## config.mk

```make
export PLATFORM = sky130hd
export DESIGN_NAME = gcd_ctrl_flat
export DESIGN_NICKNAME = d
export VERILOG_FILES = /design/src/rtl/gcd_ctrl_if.sv /design/src/rtl/gcd_ctrl.sv /design/src/flat_wrapper.sv
export SDC_FILE = /design/constraint.sdc
export NUM_CORES = 1
export LEC_CHECK = 0
export ABC_AREA = 0
export CAP_MARGIN = 20
export CORE_ASPECT_RATIO = 1.25
export CORE_MARGIN = 2
export CORE_UTILIZATION = 29
export CTS_BUF_LIST = sky130_fd_sc_hd__clkbuf_4
export DETAILED_ROUTE_END_ITERATION = 8
export GPL_TIMING_DRIVEN = 0
export PLACE_DENSITY = 0.55
export SLEW_MARGIN = 20
export SYNTH_ARGS = -nofsm -noshare
export SYNTH_HDL_FRONTEND = slang
export SYNTH_SLANG_ARGS = --single-unit
export TNS_END_PERCENT = 10
```

## constraint.sdc

```tcl
create_clock -name clk -period 3.3 [get_ports clk]
set_clock_uncertainty 0.15 [all_clocks]
set_input_delay 0.825 -clock clk [delete_from_list [all_inputs] [get_ports clk]]
set_output_delay 0.825 -clock clk [all_outputs]
set_load 0.02 [all_outputs]
```

## src/rtl/gcd_ctrl_if.sv

```systemverilog
// Handshake, datapath-control and status bundle between gcd_ctrl and its environment.
// master = controller side, slave = datapath / producer / consumer side.
interface gcd_ctrl_if #(
  parameter int CNT_W = 16
);
  logic             operand_val;
  logic             operand_rdy;
  logic             result_val;
  logic             result_rdy;
  logic             A_en;
  logic             B_en;
  logic [1:0]       A_sel;
  logic             B_sel;
  logic             B_zero;
  logic             A_lt_B;
  logic             busy;
  logic [CNT_W-1:0] cycle_count;
  logic             result_err;

  modport master (
    input  operand_val, result_rdy, B_zero, A_lt_B,
    output operand_rdy, result_val, A_en, B_en, A_sel, B_sel,
           busy, cycle_count, result_err
  );

  modport slave (
    output operand_val, result_rdy, B_zero, A_lt_B,
    input  operand_rdy, result_val, A_en, B_en, A_sel, B_sel,
           busy, cycle_count, result_err
  );
endinterface

```

## src/rtl/gcd_ctrl.sv

```systemverilog
// Subtract-and-swap GCD controller: sequences the A/B datapath from its B_zero/A_lt_B flags.
// Optional GCD_CTRL_TIMEOUT_EN forces termination (result_err=1) after MAX_ITER CALC cycles.
module gcd_ctrl #(
  parameter int CNT_W    = 16,
  parameter int MAX_ITER = 1024
) (
  input  logic       clk,
  input  logic       reset,
  gcd_ctrl_if.master bus
);
  // state  | meaning
  // IDLE   | ready for an operand pair
  // CALC   | swap / subtract until B reaches zero
  // DONE   | result_data valid, waiting for result_rdy
  typedef enum logic [1:0] {
    S_IDLE = 2'd0,
    S_CALC = 2'd1,
    S_DONE = 2'd2
  } state_e;

  state_e           state_q, state_d;
  logic [CNT_W-1:0] cnt_q, cnt_d;
  logic             err_q, err_d;
  logic             natural_end;
  logic             force_end;

  if (MAX_ITER < 1 || MAX_ITER >= (2 ** CNT_W)) begin : g_bad_max_iter
    $error("gcd_ctrl: MAX_ITER out of range for CNT_W");
  end

  assign natural_end = bus.B_zero & ~bus.A_lt_B;

`ifdef GCD_CTRL_TIMEOUT_EN
  localparam logic [CNT_W-1:0] LAST_CNT = CNT_W'(MAX_ITER - 1);
  assign force_end = (cnt_q == LAST_CNT) && !natural_end;
`else
  assign force_end = 1'b0;
`endif

  always_ff @(posedge clk) begin
    if (reset) begin
      state_q <= S_IDLE;
      cnt_q   <= '0;
      err_q   <= 1'b0;
    end else begin
      state_q <= state_d;
      cnt_q   <= cnt_d;
      err_q   <= err_d;
    end
  end

  always_comb begin
    state_d         = state_q;
    cnt_d           = cnt_q;
    err_d           = err_q;
    bus.operand_rdy = 1'b0;
    bus.result_val  = 1'b0;
    bus.A_en        = 1'b0;
    bus.B_en        = 1'b0;
    bus.A_sel       = 2'd0;
    bus.B_sel       = 1'b0;
    bus.busy        = (state_q != S_IDLE);
    bus.cycle_count = cnt_q;
    bus.result_err  = err_q;

    case (state_q)
      S_IDLE: begin
        bus.operand_rdy = 1'b1;
        if (bus.operand_val) begin
          bus.A_en = 1'b1;
          bus.B_en = 1'b1;
          cnt_d    = '0;
          err_d    = 1'b0;
          state_d  = S_CALC;
        end
      end
      S_CALC: begin
        cnt_d = (&cnt_q) ? cnt_q : cnt_q + CNT_W'(1);
        if (force_end) begin
          err_d   = 1'b1;
          state_d = S_DONE;
        end else if (bus.A_lt_B) begin
          bus.A_en  = 1'b1;
          bus.B_en  = 1'b1;
          bus.A_sel = 2'd1;
          bus.B_sel = 1'b1;
        end else if (!bus.B_zero) begin
          bus.A_en  = 1'b1;
          bus.A_sel = 2'd2;
        end else begin
          state_d = S_DONE;
        end
      end
      S_DONE: begin
        bus.result_val = 1'b1;
        if (bus.result_rdy) state_d = S_IDLE;
      end
      default: state_d = S_IDLE;
    endcase
  end
endmodule

```

## src/flat_wrapper.sv

```systemverilog
// flat-port wrapper written by rule: the top's interface ports become plain ports
module gcd_ctrl_flat 
#(
  parameter int CNT_W    = 16,
  parameter int MAX_ITER = 1024
)
  (clk, reset, bus_operand_val, bus_result_rdy, bus_B_zero, bus_A_lt_B, bus_operand_rdy, bus_result_val, bus_A_en, bus_B_en, bus_A_sel, bus_B_sel, bus_busy, bus_cycle_count, bus_result_err);
  gcd_ctrl_if #(.CNT_W(CNT_W)) bus_i ();
  input  logic clk;
  input  logic reset;
  input wire logic [$bits(bus_i.operand_val)-1:0] bus_operand_val;
  input wire logic [$bits(bus_i.result_rdy)-1:0] bus_result_rdy;
  input wire logic [$bits(bus_i.B_zero)-1:0] bus_B_zero;
  input wire logic [$bits(bus_i.A_lt_B)-1:0] bus_A_lt_B;
  output wire logic [$bits(bus_i.operand_rdy)-1:0] bus_operand_rdy;
  output wire logic [$bits(bus_i.result_val)-1:0] bus_result_val;
  output wire logic [$bits(bus_i.A_en)-1:0] bus_A_en;
  output wire logic [$bits(bus_i.B_en)-1:0] bus_B_en;
  output wire logic [$bits(bus_i.A_sel)-1:0] bus_A_sel;
  output wire logic [$bits(bus_i.B_sel)-1:0] bus_B_sel;
  output wire logic [$bits(bus_i.busy)-1:0] bus_busy;
  output wire logic [$bits(bus_i.cycle_count)-1:0] bus_cycle_count;
  output wire logic [$bits(bus_i.result_err)-1:0] bus_result_err;
  assign bus_i.operand_val = bus_operand_val;
  assign bus_i.result_rdy = bus_result_rdy;
  assign bus_i.B_zero = bus_B_zero;
  assign bus_i.A_lt_B = bus_A_lt_B;
  assign bus_operand_rdy = bus_i.operand_rdy;
  assign bus_result_val = bus_i.result_val;
  assign bus_A_en = bus_i.A_en;
  assign bus_B_en = bus_i.B_en;
  assign bus_A_sel = bus_i.A_sel;
  assign bus_B_sel = bus_i.B_sel;
  assign bus_busy = bus_i.busy;
  assign bus_cycle_count = bus_i.cycle_count;
  assign bus_result_err = bus_i.result_err;
  gcd_ctrl #(.CNT_W(CNT_W), .MAX_ITER(MAX_ITER)) u_core (.clk(clk), .reset(reset), .bus(bus_i));
endmodule
```

==> flow_summary.yaml, run 1 <==
grt:
  grt_pass1_vias: 1202
  antenna_found_initial: 0
  overflow: 0
  grt_pass1_wl_um: 5730
  track_usage_pct: 16.7
  grt_max_degree: 11
cts:
  cts_setup_buffers: 0
  tritoncts: "yes"
  cts-root-buf: "clkbuf_4"
  clock_sinks: 18
  cts_buffers: 3
  clk_latency_ps: 310
  hold_buffers: 0
  cts.path.max_buffers: 2
  htree_levels: 1
  clk_pin_slew_ps: 120
min_path:
  hp-class: "reg2reg"
  hold_path_end: "u_core.bus.cycle_count[12]"
  hp-start: "u_core.bus.cycle_count[12]"
  holdPathStages: 2
setup_path:
  cp_max_fo: 10
  cp.required_ps: 2320
  r2r-start: "u_core.bus.cycle_count[0]"
  arrival_ps: 2200
  critPathKind: "reg2out"
  rr_endpoint: "u_core.bus.cycle_count[11]"
  r2r_cells: 5
  rrSetupSlack_ps: 1010
  start_kind: "register"
  crit_path_end_kind: "output port"
pwr:
  pwr-share-clk_pct: 28.1
  internal-power_mw: 0.301
  ir_worst_vdd_mv: 0.143
  powerDensity_mw_per_mm2: 280
  power_leakage_nw: 0.518
  switchingPower_mw: 0.134
  pwr-share-comb_pct: 20.7
  seqPwrFrac_pct: 51.2
  swShare_pct: 30.9
sta:
  setup_viol_count_final: 0
  timing.hold.ws_ps: 395
  finalSetupTns_ps: 0
  hold_violations: 0
  maxSlewHeadroom_pct: 50.4
  rsz0062_at_grt: "false"
  period_needed_ps: 3170
  post-route-period-util_pct: 96.2
  setup_ws_ps: 127
  fmax_ghz: 0.315
  drv_slew: 0
  worst_pin_slew_ps: 737
place:
  gp_congestion: 0.862
  io_buffers: 29
  post-place-ws_ps: 59.2
  hpwl_um: 2530
logic_synthesis:
  synth.cell_area_mm2: 0.00116
  synth_top_area_share_pct: 31.2
  yosys_warnings: 0
  synth_nets: 149
  ys_ff_latch: 18
  netlist_instances: 142
  yosys-top-cells-count: "dfxtp_1 (18), nand2_1 (15), nand2b_1 (10)"
  synth_cell_types: 45
  synthArstFlopShare_pct: 0
  yosysMostFrequentCell: "dfxtp_1"
  synth_largest_area_cell: "dfxtp_1"
  synth_edf_count: 0
  syn_avg_cell_area_um2: 8.14
  synthFlopType: "dfxtp_1"
  synth.area.top_cells: "dfxtp_1 (31%), nand2b_1 (5.4%), nand2_1 (4.9%)"
  synth_seq_area_share_pct: 31.2
final_layout:
  nNetsFinal: 183
  multi_input_area_um2: 732
  n_fill_cell: 426
  final-seq-area_um2: 360
  n_antenna_cell: 0
  drive_gt1_share_pct: 11.4
  syn2layout_area_growth_pct: 34.4
floorplan:
  initial_utilization_pct: 30.3
  die_h_um: 74.6
  die-area_mm2: 0.00451
  io_pins: 31
  dieWidth_um: 60.5
  fp.coreArea_mm2: 0.00382
  num_rows: 25
drt:
  viasPerCell: 5.32
  dr.pass1.iters: 4
  wirelength_um: 3370
  detail-route-antenna-nets: 0
  wl_per_cell_um: 14.7
  dr_total_vias: 1219
  drtIter0Drc: 61
  route.detailed.drc: 0
run_status:
  run_status: "finished clean"
job:
  cap_violations: 0
==> cell families (layout without fill, tap and decap cells) <==
logic type / Yosys count / count (layout) / share of synthesized area [%]
adder cells (fa/ha/maj): 1 / 1 / 1.08
buffers and inverters: 15 / 48 / 6.17
flip-flops: 18 / 18 / 31.2
AND/OR/NAND/NOR: 71 / 71 / 37.1
other: 1 / 1 / 0.324
AO/OA/AOI/OAI: 34 / 34 / 22.5
multiplexers: 1 / 1 / 0.866
XOR/XNOR: 1 / 1 / 0.758
==> cells in the final DEF (no fill, tap or decap), types with 4 or more instances in the layout <==
cell type / instances
nand4_1: 6
clkdlybuf4s50_1: 28
nand3_1: 6
clkbuf_4: 4
nand2b_1: 10
dfxtp_1: 18
nor3_1: 5
nor2_1: 7
o21ai_0: 6
nor2b_1: 4
nand2_1: 15
inv_1: 5
nor4_1: 4
==> power groups by stage <==
| stage | registers, mW | logic [mW] | clock network (mW) |
|---|---|---|---|
| 6_report | 0.223 | 0.0901 | 0.123 |
| 5_1_grt | 0.223 | 0.0979 | 0.135 |
| 4_1_cts | 0.223 | 0.0908 | 0.126 |
| 3_5_place_dp | 0.228 | 0.0885 | 0 |
| 3_3_place_gp | 0.228 | 0.0877 | 0 |
| 2_1_floorplan | 0.228 | 0.0499 | 0 |
==> flip-flops by register name, indices dropped and copies added, names as in the netlist <==
name                    flops
u_core.state_q              2
u_core.bus.cycle_count     16
==> per-layer routing <==
layer | global-route usage [%] | share of wire, % | up-vias
met2 | 28.3 | 49 | 40
met3 | 2.61 | 5.5 | 7
met4 | 6.28 | 2.1 | 0
li1 | - | - | 606
met5 | 0 | 0 | -
met1 | 21.3 | 43 | 566
==> per-stage QoR <==
stage	total power, mW	instances	utilization (%)	cell area (um^2)
global placement	0.315	225	39.7	1510
finish	0.436	229	40.7	1550
global route	0.457	229	40.7	1550
CTS	0.439	229	40.6	1550
floorplan	0.278	142	-	1160
detailed placement	0.316	225	39.7	1510
==> worst max path at each step <==
| stage | start | end |
|---|---|---|
| after floorplan | u_core.state_q[0] | bus_A_sel[0] |
| after global placement | bus_operand_val | bus_A_en |
| after detailed placement | bus_operand_val | bus_A_en |
| after CTS | bus_operand_val | bus_A_en |
| after global routing | u_core.state_q[0] | bus_A_sel[0] |
| final | u_core.state_q[0] | bus_A_sel[0] |
==> area by class of cell <==
class                           count  area share [%]
Timing Repair Buffer               29            18.8
Multi-Input combinational cell    109            47.1
Clock buffer                        3            1.45
Tap cell                           54            4.35
Clock inverter                      1           0.242
Inverter                            5            1.21
Sequential cell                    18            23.2
Buffer                             10            3.62
==> critical path, stage by stage, from the launching register on <==
cell and delay (ps):
dfxtp_1 340, buf_2 240, nor2b_4 250, clkbuf_4 230
nand2_1 80, inv_1 70, buf_4 100, clkdlybuf4s50_1 590
==> repair_timing <==
| action | in CTS | in global routing |
|---|---|---|
| endpoints found under the setup margin | 3 | 2 |
| gates resized for setup | 3 | 3 |
| pin swaps | 0 | 0 |
No activity file was read; power rests on OpenSTA's default activity.
==> run 2: changes to the inputs <==
- SLEW_MARGIN: 20 -> unset
==> results of run 2 <==
The final DEF is identical to that of run 1; final timing and power are the same.
==> run 3: changes to the inputs <==
- PLACE_DENSITY: 0.55 -> 0.56
- clock period: 3.3 -> 2.9 ns (I/O delays scaled with it)
==> flow_summary.yaml, run 3 (same netlist as run 1, synthesis figures left out) <==
drt:
  drtIter0Drc: 56
  dr.pass1.iters: 4
  detail-route-antenna-nets: 0
  wl_per_cell_um: 14.3
  route.detailed.drc: 0
  wirelength_um: 3280
  viasPerCell: 5.42
  dr_total_vias: 1241
min_path:
  hp-start: "u_core.bus.cycle_count[1]"
  holdPathStages: 2
  hold_path_end: "u_core.bus.cycle_count[1]"
  hp-class: "reg2reg"
cts:
  cts_buffers: 3
  clk_latency_ps: 300
  hold_buffers: 0
  cts.path.max_buffers: 2
  cts_setup_buffers: 0
  clk_pin_slew_ps: 100
  htree_levels: 1
  tritoncts: "yes"
  cts-root-buf: "clkbuf_4"
  clock_sinks: 18
floorplan:
  num_rows: 25
  io_pins: 31
  fp.coreArea_mm2: 0.00382
  initial_utilization_pct: 30.3
  die-area_mm2: 0.00451
  die_h_um: 74.6
  dieWidth_um: 60.5
grt:
  overflow: 0
  grt_max_degree: 11
  antenna_found_initial: 0
  grt_pass1_wl_um: 5490
  track_usage_pct: 16.0
  grt_pass1_vias: 1162
sta:
  fmax_ghz: 0.359
  finalSetupTns_ps: 0
  timing.hold.ws_ps: 389
  maxSlewHeadroom_pct: 57.5
  post-route-period-util_pct: 95.9
  hold_violations: 0
  rsz0062_at_grt: "false"
  setup_ws_ps: 118
  period_needed_ps: 2780
  setup_viol_count_final: 0
  drv_slew: 0
  worst_pin_slew_ps: 632
setup_path:
  start_kind: "input pin"
  r2r-start: "u_core.bus.cycle_count[0]"
  critPathKind: "in2out"
  crit_path_end_kind: "output port"
  rrSetupSlack_ps: 600
  cp_max_fo: 5
  rr_endpoint: "u_core.bus.cycle_count[11]"
  arrival_ps: 1910
  cp.required_ps: 2030
  r2r_cells: 5
final_layout:
  syn2layout_area_growth_pct: 34.3
  drive_gt1_share_pct: 12.0
  fin_area_mm2: 0.00155
  final_common_cell: "clkdlybuf4s50_1"
  largest_reg_flops: 16
  n_antenna_cell: 0
  final_cell_mix: "clkdlybuf4s50_1 (24), dfxtp_1 (18), nand2_1 (15)"
  nNetsFinal: 183
place:
  io_buffers: 29
  hpwl_um: 2460
  gp_congestion: 0.884
  placed_area_mm2: 0.00151
  post-place-ws_ps: -238
pwr:
  power_mw: 0.487
  power_leakage_nw: 0.540
  ir_worst_vdd_mv: 0.131
  powerDensity_mw_per_mm2: 313
run_status:
  run_status: "finished clean"
job:
  cap_violations: 0
## run 3: cell types whose count changed in the layout (fill, tap and decap cells not counted)
cell / change
clkbuf_2: +1
clkbuf_1: -1
clkdlybuf4s50_1: -4
clkbuf_4: +1
dlygate4sd2_1: +4
buf_2: -1
## run 3: power by group
group,internal [mW],switching [mW]
Combinational,0.0400,0.0603
Sequential,0.250,0.00319
Clock,0.0502,0.0830
## run 3: cell type report
| cell class | instances | area (um^2) |
|---|---|---|
| fill | 409 | 2260 |
| multi-input combinational | 109 | 732 |
| sequential | 18 | 360 |
| timing repair buffer | 29 | 288 |
| tap | 54 | 67.6 |
| buffer | 10 | 60.1 |
| clock buffer | 3 | 22.5 |
| inverter | 5 | 18.8 |
| clock inverter | 1 | 3.75 |
## run 3: worst max path at each step
stage	from	to	slack [ps]	cells past startpoint
floorplan	u_core.state_q[0]	bus_A_sel[0]	530	6
global route	u_core.state_q[0]	bus_A_sel[0]	8	7
global placement	u_core.state_q[0]	bus_A_sel[0]	-200	7
CTS	u_core.state_q[1]	bus_A_sel[1]	30	4
finish	bus_operand_val	bus_A_en	120	4
detailed placement	u_core.state_q[0]	bus_A_sel[0]	-240	7
## run 3: timing repair
| item | 4_1_cts | 5_1_grt |
|---|---|---|
| resized for setup | 8 | 4 |
| endpoints found under the hold margin | 0 | 0 |
| endpoints found under the setup margin | 4 | 3 |
## run 3: metal layers
metal  global-route usage, %  vias to the layer above  part of all wire, %
met5                       0                        -                    0
met4                    6.76                        0                  1.9
met3                    1.91                        7                  3.4
met2                    26.2                       38                   49
met1                    21.0                      591                   46
li1                        -                      605                    -
## run 3: critical path, cell delays in order
cell and delay, ps:
clkdlybuf4s50_1 500, nand2_1 160, o21ai_0 150, dlygate4sd2_1 370
## run 3: stage by stage
step | instances | utilization (%)
2_1_floorplan | 142 | -
3_3_place_gp | 225 | 39.7
3_5_place_dp | 225 | 39.7
4_1_cts | 229 | 40.5
5_1_grt | 229 | 40.7
6_report | 229 | 40.7
==> variant (config.mk and constraints of run 3) <==
Encoding of `state_e`: now one-hot (3 bits for 3 states).
--- a/src/rtl/gcd_ctrl.sv
+++ b/src/rtl/gcd_ctrl.sv
@@ -13,8 +13,8 @@
   // CALC   | swap / subtract until B reaches zero
   // DONE   | result_data valid, waiting for result_rdy
-  typedef enum logic [1:0] {
-    S_IDLE = 2'd0,
-    S_CALC = 2'd1,
-    S_DONE = 2'd2
+  typedef enum logic [2:0] {
+    S_IDLE = 3'b001,
+    S_CALC = 3'b010,
+    S_DONE = 3'b100
   } state_e;
 
Check against the original RTL: no difference found for any inputs over 10 cycles, from zero or initial values and one cycle with reset high; not proved beyond that.
==> variant against run 3 <==
  * Count of clock-buffer cells in the layout rose by 1
  * Power up 0.42%
  * Synthesized area shrank 0.97%
  * Cell count down 5.2%
  * Clock power is 14% higher
  * Final area fell by 1.5%
  * Fmax down 2.4%
  * Wire length shrank 8.5%
  * Setup slack lost 0.068 ns
  * Synthesized cell count is 8.5% lower
  * Sequential cell count up 1
  * Largest cell class unchanged
  * Highest routed layer unchanged
==> variant: results (changes against run 3) <==
| Metric | Value |
|---|---|
| NumNets Final | `171 (-6.6%)` |
| Reg2reg start | `u_core.bus.cycle_count[1]` |
| Gpl congestion | `0.809 (-8.5%)` |
| Vias in the first global route | `1019 (-12%)` |
| Max FO, Critical Path | `6 (+1)` |
| Final WL | `3000 microns (-8.5%)` |
| FF-to-FF setup slack | `0.67 ns (+0.07 ns)` |
| Achievable Freq | `351 MHz (-2.4%)` |
| DP HPWL | `2200 microns (-11%)` |
| First-pass GRT wire length | `4700 microns (-14%)` |
| Via count | `1130 (-8.9%)` |
| Status | `complete, no violations` |
| Clock slew at reported path FFs | `0.12 ns (+0.02 ns)` |
| Placed cells | `213 (-5.3%)` |
| Total track usage | `14.0% (-2.0 points)` |
| Starting DRT DRC Count | `38 (-32%)` |
| Commonest cells post-synth | `19 x dfxtp_1, 9 x nor2_1` |
| Layout cell share with drive strength beyond 1 | `14.7% (+2.7 points)` |
| Syn_nets | `137 (-8.1%)` |
| Cell count after synthesis | `130 (-8.5%)` |
| Worst VDD drop | `0.215 mV (+64%)` |
| Synth cell types | `55 (+22%)` |
| Worst slew pin tran | `0.706 ns (+0.0742 ns)` |
| Sw frac | `26.7% (-3.4 points)` |
| Post-Place Cell Area | `1500 sq um (-0.74%)` |
| Worst Setup EP | `bus_B_en` |
variant: routing by layer:
layer	track usage, %	wire length (microns)
met1	18.3	1430
met2	23.3	1400
met4	5.19	48
met5	0	0
met3	1.57	120
variant: layout make-up:
cell class                 count  area [sq um]
buffer                         7          48.8
clock buffer                   4          30.0
inverter                       4          15.0
fill                         413          2250
timing repair buffer          29           280
tap                           54          67.6
multi-input combinational    100           707
sequential                    19           382
variant: logic make-up after synthesis:
kind of cell	after synthesis	synth area share, %
AO/OA/AOI/OAI	40	26.7
flip-flops	19	33.2
buffers and inverters	11	5.57
AND/OR/NAND/NOR	56	31.6
XOR/XNOR	2	1.53
adder cells (fa/ha/maj)	1	1.09
other	1	0.328
variant: power groups by stage:
stage	Sequential (mW)	Combinational [mW]	Clock, mW
finish	0.266	0.0703	0.152
global route	0.267	0.0764	0.165
CTS	0.266	0.0710	0.156
detailed placement	0.272	0.0724	0
global placement	0.272	0.0717	0
floorplan	0.272	0.0414	0
variant: what timing repair did:
action / in CTS / in global routing
pin swaps: 1 / 0
endpoints found under the setup margin: 5 / 2
resized for setup: 7 / 3
endpoints found under the hold margin: 0 / 0
variant: how the worst min path moves through the flow:
stage | start | to | slack, ns | depth (start not counted)
final | u_core.state_q[0] | u_core.state_q[2] | 0.40 | 2
after global placement | u_core.bus.cycle_count[10] | u_core.bus.cycle_count[10] | 0.37 | 2
after CTS | u_core.bus.cycle_count[10] | u_core.bus.cycle_count[10] | 0.40 | 2
after floorplan | u_core.state_q[0] | u_core.state_q[2] | 0.36 | 2
after detailed placement | u_core.bus.cycle_count[10] | u_core.bus.cycle_count[10] | 0.38 | 2
after global routing | u_core.state_q[0] | u_core.state_q[2] | 0.43 | 2
variant: worst register-to-register path: stages, from the launching register on:
cell and delay (ns):
dfxtp_1 0.41, ha_1 0.25, nand4_1 0.13, nor3_1 0.52, nand3_2 0.34, a32o_1 0.33
variant: stage by stage:
stage / worst slack, ns / utilization (%)
5_1_grt: 0.0136 / 40.4
2_1_floorplan: 0.586 / -
4_1_cts: 0.0164 / 40.5
6_report: 0.0501 / 40.4
3_5_place_dp: -0.231 / 39.7
3_3_place_gp: -0.226 / 39.7
